[config.mk]
export PLATFORM = sky130hd
export DESIGN_NAME = multicycle_control
export DESIGN_NICKNAME = d
export VERILOG_FILES = /design/src/rtl/ctrl_pkg.sv /design/src/rtl/mem_stall_timer.sv /design/src/rtl/multicycle_control.sv
export SDC_FILE = /design/constraint.sdc
export NUM_CORES = 1
export LEC_CHECK = 0
export BUFFER_PORTS_ARGS = -buffer_cell sky130_fd_sc_hd__clkbuf_2
export CORE_MARGIN = 3
export CORE_UTILIZATION = 30
export CTS_BUF_LIST = sky130_fd_sc_hd__clkbuf_4 sky130_fd_sc_hd__clkbuf_8
export DETAILED_ROUTE_END_ITERATION = 7
export PLACE_DENSITY = 0.65
export SLEW_MARGIN = 10
export SYNTH_ARGS = -nofsm -noshare
export SYNTH_HDL_FRONTEND = slang
export SYNTH_SLANG_ARGS = --single-unit
[constraint.sdc]
create_clock -name clk -period 1.61 [get_ports clk]
set_input_delay 0 -clock clk [delete_from_list [all_inputs] [get_ports clk]]
set_output_delay 0 -clock clk [all_outputs]
set_load 0.01 [all_outputs]
[src/rtl/ctrl_pkg.sv]
// Shared encodings for the multicycle control FSM: states, opcodes and ALU/mux select codes.
// The 4-bit state encoding is exported on the debug port, so it is fixed here.
package ctrl_pkg;

    typedef enum logic [3:0] {
        FETCH     = 4'd0,
        DECODE    = 4'd1,
        MEM_ADDR  = 4'd2,
        MEM_READ  = 4'd3,
        MEM_WB    = 4'd4,
        MEM_WRITE = 4'd5,
        EXEC_R    = 4'd6,
        EXEC_I    = 4'd7,
        ALU_WB    = 4'd8,
        BRANCH    = 4'd9
    } state_t;

    localparam logic [6:0] OP_LOAD   = 7'b0000011;
    localparam logic [6:0] OP_STORE  = 7'b0100011;
    localparam logic [6:0] OP_RTYPE  = 7'b0110011;
    localparam logic [6:0] OP_ITYPE  = 7'b0010011;
    localparam logic [6:0] OP_BRANCH = 7'b1100011;

    localparam logic [1:0] ALUOP_ADD   = 2'b00;
    localparam logic [1:0] ALUOP_SUB   = 2'b01;
    localparam logic [1:0] ALUOP_FUNCT = 2'b10;

    localparam logic [1:0] SRCB_REG  = 2'b00;
    localparam logic [1:0] SRCB_FOUR = 2'b01;
    localparam logic [1:0] SRCB_IMM  = 2'b10;

    function automatic logic is_wait_state(input state_t s);
        return (s == FETCH) || (s == MEM_READ) || (s == MEM_WRITE);
    endfunction

    function automatic logic is_legal_op(input logic [6:0] op);
        return (op == OP_LOAD) || (op == OP_STORE) || (op == OP_RTYPE) ||
               (op == OP_ITYPE) || (op == OP_BRANCH);
    endfunction

endpackage

[src/rtl/mem_stall_timer.sv]
// Saturating count of consecutive memReady-low cycles in a wait state, plus sticky memError.
// timeout is combinational on the STALL_LIMIT-th stalled cycle; memError follows one edge later.
module mem_stall_timer #(
    parameter int STALL_LIMIT = 16,
    parameter int CNT_W       = $clog2(STALL_LIMIT + 1)
) (
    input  logic clk,
    input  logic reset,
    input  logic waiting,
    input  logic mem_ready,
    input  logic state_change,
    output logic timeout,
    output logic mem_error
);

    localparam logic [CNT_W-1:0] LAST = CNT_W'(STALL_LIMIT - 1);
    localparam logic [CNT_W-1:0] SAT  = CNT_W'(STALL_LIMIT);

    logic [CNT_W-1:0] stall_count;
    logic             stalled;

    assign stalled = waiting && !mem_ready;
    assign timeout = stalled && (stall_count >= LAST);

    always_ff @(posedge clk or posedge reset) begin
        if (reset) begin
            stall_count <= '0;
        end else if (timeout || !stalled || state_change) begin
            stall_count <= '0;
        end else if (stall_count != SAT) begin
            stall_count <= stall_count + CNT_W'(1);
        end
    end

    // Only reset clears the error; a later successful access leaves it set.
    always_ff @(posedge clk or posedge reset) begin
        if (reset) begin
            mem_error <= 1'b0;
        end else if (timeout) begin
            mem_error <= 1'b1;
        end
    end

endmodule

[src/rtl/multicycle_control.sv]
// Multicycle RISC-V control FSM: Moore decode of datapath controls, irWrite/pcWrite gated by memReady.
// Waits in FETCH/MEM_READ/MEM_WRITE for memReady; STALL_LIMIT stalled cycles abandon the access.
module multicycle_control
    import ctrl_pkg::*;
#(
    parameter int STALL_LIMIT = 16,
    parameter int CNT_W       = $clog2(STALL_LIMIT + 1)
) (
    input  logic       clk,
    input  logic       reset,
    input  logic [6:0] opcode,
    input  logic       memReady,
    input  logic       zero,
    output logic       pcWrite,
    output logic       pcWriteCond,
    output logic       iOrD,
    output logic       memRead,
    output logic       memWrite,
    output logic       irWrite,
    output logic       regWrite,
    output logic       memToReg,
    output logic       aluSrcA,
    output logic [1:0] aluSrcB,
    output logic [1:0] aluOp,
    output logic       pcSource,
    output logic       illegalInstr,
    output logic       memError,
    output logic [3:0] state
);

    state_t cur_state;
    state_t nxt_state;
    logic   timeout;
    logic   state_change;

    assign state        = cur_state;
    assign state_change = (nxt_state != cur_state);

    mem_stall_timer #(
        .STALL_LIMIT (STALL_LIMIT),
        .CNT_W       (CNT_W)
    ) u_stall (
        .clk          (clk),
        .reset        (reset),
        .waiting      (is_wait_state(cur_state)),
        .mem_ready    (memReady),
        .state_change (state_change),
        .timeout      (timeout),
        .mem_error    (memError)
    );

    always_ff @(posedge clk or posedge reset) begin
        if (reset) begin
            cur_state <= FETCH;
        end else begin
            cur_state <= nxt_state;
        end
    end

    always_comb begin
        nxt_state = cur_state;
        case (cur_state)
            FETCH: begin
                if (timeout)       nxt_state = FETCH;
                else if (memReady) nxt_state = DECODE;
            end
            DECODE: begin
                case (opcode)
                    OP_LOAD, OP_STORE: nxt_state = MEM_ADDR;
                    OP_RTYPE:          nxt_state = EXEC_R;
                    OP_ITYPE:          nxt_state = EXEC_I;
                    OP_BRANCH:         nxt_state = BRANCH;
                    default:           nxt_state = FETCH;
                endcase
            end
            MEM_ADDR: begin
                if (opcode == OP_LOAD)       nxt_state = MEM_READ;
                else if (opcode == OP_STORE) nxt_state = MEM_WRITE;
                else                         nxt_state = FETCH;
            end
            MEM_READ: begin
                if (timeout)       nxt_state = FETCH;
                else if (memReady) nxt_state = MEM_WB;
            end
            MEM_WRITE: begin
                if (timeout || memReady) nxt_state = FETCH;
            end
            MEM_WB:  nxt_state = FETCH;
            EXEC_R:  nxt_state = ALU_WB;
            EXEC_I:  nxt_state = ALU_WB;
            ALU_WB:  nxt_state = FETCH;
            BRANCH:  nxt_state = FETCH;
            default: nxt_state = FETCH;
        endcase
    end

    // Reset forces every control low combinationally so an in-flight request drops immediately.
    always_comb begin
        pcWrite      = 1'b0;
        pcWriteCond  = 1'b0;
        iOrD         = 1'b0;
        memRead      = 1'b0;
        memWrite     = 1'b0;
        irWrite      = 1'b0;
        regWrite     = 1'b0;
        memToReg     = 1'b0;
        aluSrcA      = 1'b0;
        aluSrcB      = SRCB_REG;
        aluOp        = ALUOP_ADD;
        pcSource     = 1'b0;
        illegalInstr = 1'b0;
        if (!reset) begin
            case (cur_state)
                FETCH: begin
                    memRead = 1'b1;
                    aluSrcB = SRCB_FOUR;
                    irWrite = memReady;
                    pcWrite = memReady;
                end
                DECODE: begin
                    aluSrcB      = SRCB_IMM;
                    illegalInstr = !is_legal_op(opcode);
                end
                MEM_ADDR: begin
                    aluSrcA = 1'b1;
                    aluSrcB = SRCB_IMM;
                end
                MEM_READ: begin
                    memRead = 1'b1;
                    iOrD    = 1'b1;
                end
                MEM_WB: begin
                    regWrite = 1'b1;
                    memToReg = 1'b1;
                end
                MEM_WRITE: begin
                    memWrite = 1'b1;
                    iOrD     = 1'b1;
                end
                EXEC_R: begin
                    aluSrcA = 1'b1;
                    aluSrcB = SRCB_REG;
                    aluOp   = ALUOP_FUNCT;
                end
                EXEC_I: begin
                    aluSrcA = 1'b1;
                    aluSrcB = SRCB_IMM;
                    aluOp   = ALUOP_FUNCT;
                end
                ALU_WB: begin
                    regWrite = 1'b1;
                end
                BRANCH: begin
                    aluSrcA     = 1'b1;
                    aluSrcB     = SRCB_REG;
                    aluOp       = ALUOP_SUB;
                    pcSource    = 1'b1;
                    pcWriteCond = zero;
                end
                default: ;
            endcase
        end
    end

endmodule

# ---- After elaboration in Yosys (flattened, before gate mapping)
# Index checks and enable logic that the tools add are counted.
dict set report op_classes {
  addsub 1
  magnitude_cmp 1
  eq_ne 16
  muxes 35
  reduce_logical 23
}
# op n
set ops {}
lappend ops {{$pmux W4 S6} 1}
lappend ops {{$mux W1} 20}
lappend ops {{$mux W4} 5}
lappend ops {{$eq A4 B3 Y1 const B} 4}
lappend ops {{$pmux W4 S4} 1}
lappend ops {{$eq A7 B6 Y1 const B} 2}
lappend ops {{$mux W5} 2}
lappend ops {{$reduce_or A2 Y1} 5}
lappend ops {{$logic_or A1 B1 Y1} 9}
lappend ops {{$eq A4 B2 Y1 const B} 2}
lappend ops {{$eq A4 B4 Y1 const B} 2}
lappend ops {{$pmux W2 S2} 2}
lappend ops {{$eq A7 B2 Y1 const B} 1}
lappend ops {{$eq A7 B5 Y1 const B} 1}
lappend ops {{$eq A7 B7 Y1 const B} 1}
lappend ops {{$mux W3} 2}
lappend ops {{$add A5 B1 Y5 const B} 1}
lappend ops {{$ge A5 B4 Y1 const B} 1}
lappend ops {{$ne A5 B5 Y1 const B} 1}
lappend ops {{$eq A4 B1 Y1 const B} 1}
lappend ops {{$logic_not A4 Y1} 1}
lappend ops {{$mux W2} 2}
lappend ops {{$ne A4 B4 Y1} 1}
lappend ops {{$reduce_or A4 Y1} 1}
lappend ops {{other kinds (4)} 7}
dict set report word_totals {
  regBits 10
  inputBits 11
  out_inout_bits 20
}

# ---- Depth between registers and ports, before layout
dict set report depth {
  depth_word 11
  ltp_mapped 7
  ltp_nobuf 7
}

# ---- Cells and area by module
# A second synthesis with hierarchy kept.
dict set report hier_totals {
  cells_unflattened 113
  hier_area_um2 948.4
}
# module instances cells_per_inst area_each_um2 seq_area_each_um2
set by_module_without_submodules {}
lappend by_module_without_submodules {multicycle_control 1 81 623.1 100.1}
lappend by_module_without_submodules {mem_stall_timer 1 32 325.3 150.1}

# ---- Worst setup path before layout
# No wires, ideal clock.
dict set report synth_path {
  path_kind {register to register}
  from {register u_stall.stall_count[0]}
  to {register u_stall.stall_count[2]}
  setup_ns 0.086
  arrival_ns 1.671
  slack_ns -0.147
  stages_incl_launch_ff 7
  path_buffers 0
  path_cell_list {dfrtp_1 ha_1 and3_2 ha_1 nor4_1 nand3_2 nor3_1}
}
dict set report synth_between {
  elab_chain_len 8
  elab_cells_between_ends 15
  cone_classes {1 x add/sub; 1 x order compare; 2 x eq/ne; 6 x mux; 5 x reduce/logical}
}
# item line_no
set synth_lines {}
lappend synth_lines {{start: declaration} mem_stall_timer.sv:19} ;# logic [CNT_W-1:0] stall_count;
lappend synth_lines {{start signal: assignment} mem_stall_timer.sv:31} ;# stall_count <= stall_count + CNT_W'(1);
lappend synth_lines {{$ge A5 B4 Y1} mem_stall_timer.sv:23} ;# assign timeout = stalled && (stall_count >= LAST);
lappend synth_lines {{$logic_and A1 B1 Y1} mem_stall_timer.sv:23}
lappend synth_lines {{$logic_or A1 B1 Y1} multicycle_control.sv:86} ;# if (timeout || memReady) nxt_state = FETCH;
lappend synth_lines {{$mux W4} multicycle_control.sv:86}
lappend synth_lines {{$pmux W4 S6} multicycle_control.sv:62} ;# case (cur_state)
lappend synth_lines {{$ne A4 B4 Y1} multicycle_control.sv:37} ;# assign state_change = (nxt_state != cur_state);
lappend synth_lines {{$logic_or A1 B1 Y1} mem_stall_timer.sv:28} ;# end else if (timeout || !stalled || state_change) begin
lappend synth_lines {{$mux W5 / $reduce_bool A2 Y1 (equally long branches)} --}
# Several ways; a longest one is shown, not always the timed one. The select of a mux whose other input is x is not followed.
# A chain may end at the register's enable or synchronous reset.

# ---- Worst setup path after layout
dict set report layout_path {
  from {register cur_state[3], in the netlist state[3]}
  to {output port irWrite}
}
dict set report layout_between {
  elab_chain_len 3
}
# item line_no
set layout_lines {}
lappend layout_lines {{start: declaration} multicycle_control.sv:31} ;# state_t cur_state;
lappend layout_lines {{start signal: assignment} multicycle_control.sv:56} ;# cur_state <= nxt_state;
lappend layout_lines {{$logic_not A4 Y1} multicycle_control.sv:113} ;# case (cur_state)
lappend layout_lines {{$mux W1} multicycle_control.sv:113}
lappend layout_lines {{$mux W1} multicycle_control.sv:112} ;# if (!reset) begin
lappend layout_lines {{end: declaration} multicycle_control.sv:19} ;# output logic irWrite,
# Every way passes these cells.

==> run summary <==
STA classifies the critical path startpoint as a register. The worst hold slack is 0.0903 ns. The commonest cells after synthesis are sky130_fd_sc_hd__nor2_1, sky130_fd_sc_hd__dfrtp_1, sky130_fd_sc_hd__nor3_1. During I/O placement, the number of pins put on the boundary was 31. The all-layer global routing usage was 0.134. TritonCTS built the clock tree.

After global routing the overflow that remains totals 0. The first global-routing pass estimated 3560 µm of wire. For the number of H-tree levels, the log shows 1. After synthesis, the cell types taking the most area are sky130_fd_sc_hd__dfrtp_1, sky130_fd_sc_hd__nor2_1, sky130_fd_sc_hd__nor3_1. In the final routed layout, each cell accounts on average for 12.9 µm.

After the last flow step, the layout net total stands at 170. The register-to-register setup slack is 0.06 ns. The number of global-route vias before repair came out at 794.

The logs give 1.61 ns for the data required time of the worst path and 0.495 for the final cell utilization of the core. The routed layout has 941 vias. The area growth from synthesis to layout is 51.2%. The logs give 0.298 for the proportion of synthesized chip area in sequential cells and 0.639 nW for the leakage power figure.

After layout, the design draws a total of 0.653 mW. The total wire length came out at 2380 µm. The class of the most critical hold timing path was in -> reg. The tools report the max-slew violation total from the final report as 0.

For the pin with the worst max-slew slack, the measured transition is 0.370 ns. The switching fraction of total power is 0.282, and the number of remaining DRC errors is 0. For this run, the number of standard cells in the final layout without fillers is 185. The final cycle utilization of the critical path was 0.968. For the tightest slew margin relative to the limit, the log shows 0.753. For the initial cell density of the core, the log shows 0.327. Via density per instance: 5.09.

The proportion of layout cells with a drive suffix above 1 came out at 0.471. The tools report the number of antenna diodes as 0. Detailed placement finished with a half-perimeter wire length of 1820 µm.

The count of nets left with antenna violations once routing finished came out at 0. Setup repair after global routing could not meet its margin everywhere. The flow ran to the end, and the final reports show no timing, DRC or antenna violations. For this run, the top clock speed supported by timing is 642 MHz. The worst path meets setup with 0.0520 ns of slack. The worst setup path is captured at an output port. In this run the clock root is driven by a sky130_fd_sc_hd__clkbuf_4. Clock share of power: 0.348. Total power per unit cell area: 514 nW/µm². The post-route minimum period came out at 1.56 ns. Register clock-pin slew on the reported worst setup and hold paths: 0.06 ns.

The die is 58.9 µm wide. The synthesized design contains 10 register bits. The placed instance count is 167, and the synthesis warning total is 0.

At the worst endpoint, the arrival time is 1.56 ns. Counting flops with a built-in enable in the synthesized netlist gives 0. The top cell type by total area after synthesis was sky130_fd_sc_hd__dfrtp_1. When the netlist entered floorplanning its net count stood at 119.

The number of buffers created by CTS was 3; the worst-skew pair later-pin latency was 0.27 ns. Synthesis produced a netlist whose cell count is 105. The startpoint identified for the worst register-to-register timing path is u_stall.stall_count[1].

In this run, the number of DRC markers left after iteration 0 of detailed routing was 23. The top flip-flop cell by instance count after synthesis was sky130_fd_sc_hd__dfrtp_1. The most critical setup path has its endpoint at irWrite. The share of async-settable or async-resettable flops after synthesis came out at 1.00. The area share of the leading cell type in the synthesized netlist is 0.298, and the final hold violation count is 0. Area of the core: 2570 µm². The die covers 3470 µm².

Top fanout value on the critical path: 6. Tracing the worst setup path back leads to its startpoint at state[3]. The congestion estimate from routability-driven global placement came to 0.872. Clock skew on the completed layout was measured at 0.00197 ns. The run gives 14 as the largest net degree at the start of global routing. The path type of the worst setup path is reg -> out.

Register share of total power: 0.413. Measured in cells, the most critical reg-to-reg path has a length of 6. The tools report the initial antenna violation count as 0. For the distinct cell type count of the synthesized netlist, the log shows 41. The y dimension of the die is 58.9 µm, and the worst-case setup slack after placement is -0.212 ns. The total standard cell area after synthesis was 841 µm². The iteration count of the initial detailed-routing pass is 4, and the total of endpoints with negative setup slack in the final report is 0. The tools report the endpoint of the worst register-to-register path as u_stall.stall_count[2]. Most frequent cell after synthesis: sky130_fd_sc_hd__nor2_1. The clock passes through at most 2 buffers. The run gives 0.239 as the combinational share of power.

The standard-cell row count is 18, and the count of input and output buffers is 30. The internal power of the cells totals 0.469 mW. The number of max-capacitance violations reported was 0; the number of sinks on the clock net was 10. The synthesized area per cell was 8.01 µm²; the reported net switching power was 0.184 mW.

The tools report the worst voltage drop across the vdd grid as 0.000623 V.
==> power groups by stage <==
| stage | clock (mW) | sequential, mW | combinational [mW] |
|---|---|---|---|
| after floorplan | 0 | 0.273 | 0.0911 |
| after global placement | 0 | 0.275 | 0.136 |
| after detailed placement | 0 | 0.276 | 0.140 |
| after CTS | 0.229 | 0.270 | 0.150 |
| after global routing | 0.247 | 0.271 | 0.171 |
| final | 0.227 | 0.270 | 0.156 |
==> cells by family (layout without fill, tap and decap cells) <==
kind of cell	Yosys count	count (layout)	synth area share
AND/OR/NAND/NOR	55	55	0.374
AO/OA/AOI/OAI	15	15	0.121
buffers and inverters	15	65	0.0893
flip-flops	10	10	0.298
XOR/XNOR	6	6	0.0625
adder cells (fa/ha/maj)	3	3	0.0446
multiplexers	1	1	0.0119
==> how the worst min path moves through the flow <==
stage	start	endpoint	slack [ns]	cells past startpoint
2_1_floorplan	reset	state[0]	0.02	2
3_5_place_dp	reset	u_stall.stall_count[4]	0.07	2
6_report	opcode[5]	state[1]	0.09	3
4_1_cts	opcode[5]	state[1]	0.09	3
3_3_place_gp	reset	u_stall.mem_error	0.08	2
5_1_grt	opcode[5]	state[1]	0.10	3
==> final cells by class <==
class | instances | area, µm²
multi-input combinational | 80 | 584
timing repair buffer | 53 | 328
fill | 242 | 1300
sequential | 10 | 255
tap | 30 | 37.5
clock buffer | 4 | 36.3
inverter | 8 | 30.0
==> sequential cells by signal (all words and copies together) (netlist names) <==
name                 flops
u_stall.stall_count      5
state                    4
u_stall.mem_error        1
==> placed cells by master (no fill, tap or decap), drive strengths merged, types with 2 or more instances in the layout <==
cell,count
a21oi,4
and2,2
and3,2
buf,20
clkbuf,35
dfrtp,10
ha,3
inv,8
nand2,6
nand2b,3
nand3,4
nor2,14
nor2b,3
nor3,10
nor4,4
o22ai,2
or3,2
xnor2,3
xor2,3
==> per-layer routing <==
metal | wire (µm) | share of wire | up-vias | global-route usage
met5 | 0 | 0 | - | 0
met4 | 64 | 0.027 | 0 | 0.0680
met3 | 143 | 0.060 | 9 | 0.0175
met2 | 1170 | 0.49 | 33 | 0.226
met1 | 1010 | 0.42 | 429 | 0.166
li1 | - | - | 470 | -
==> critical path, stage by stage, from the launching register on <==
cell	delay [ns]
sky130_fd_sc_hd__dfrtp_2	0.44
sky130_fd_sc_hd__or3_4	0.42
sky130_fd_sc_hd__nor3_2	0.14
sky130_fd_sc_hd__and2_1	0.16
sky130_fd_sc_hd__clkbuf_2	0.13
==> metrics by stage <==
step                      instance area [µm²]  TNS (ns)
final                                    1270         0
after global routing                     1270  -0.00793
after CTS                                1160   -0.0279
after detailed placement                 1060    -0.757
after global placement                   1060    -0.120
after floorplan                           852  -0.00856
==> what timing repair did <==
item                                    4_1_cts  5_1_grt
hold buffers                                  1        0
buffers inserted                              1       12
hold endpoints to repair                     10        0
resized for setup                            10        4
endpoints found under the setup margin       12        5
pin swaps                                     5        4
(Power assumes the default switching activity.)
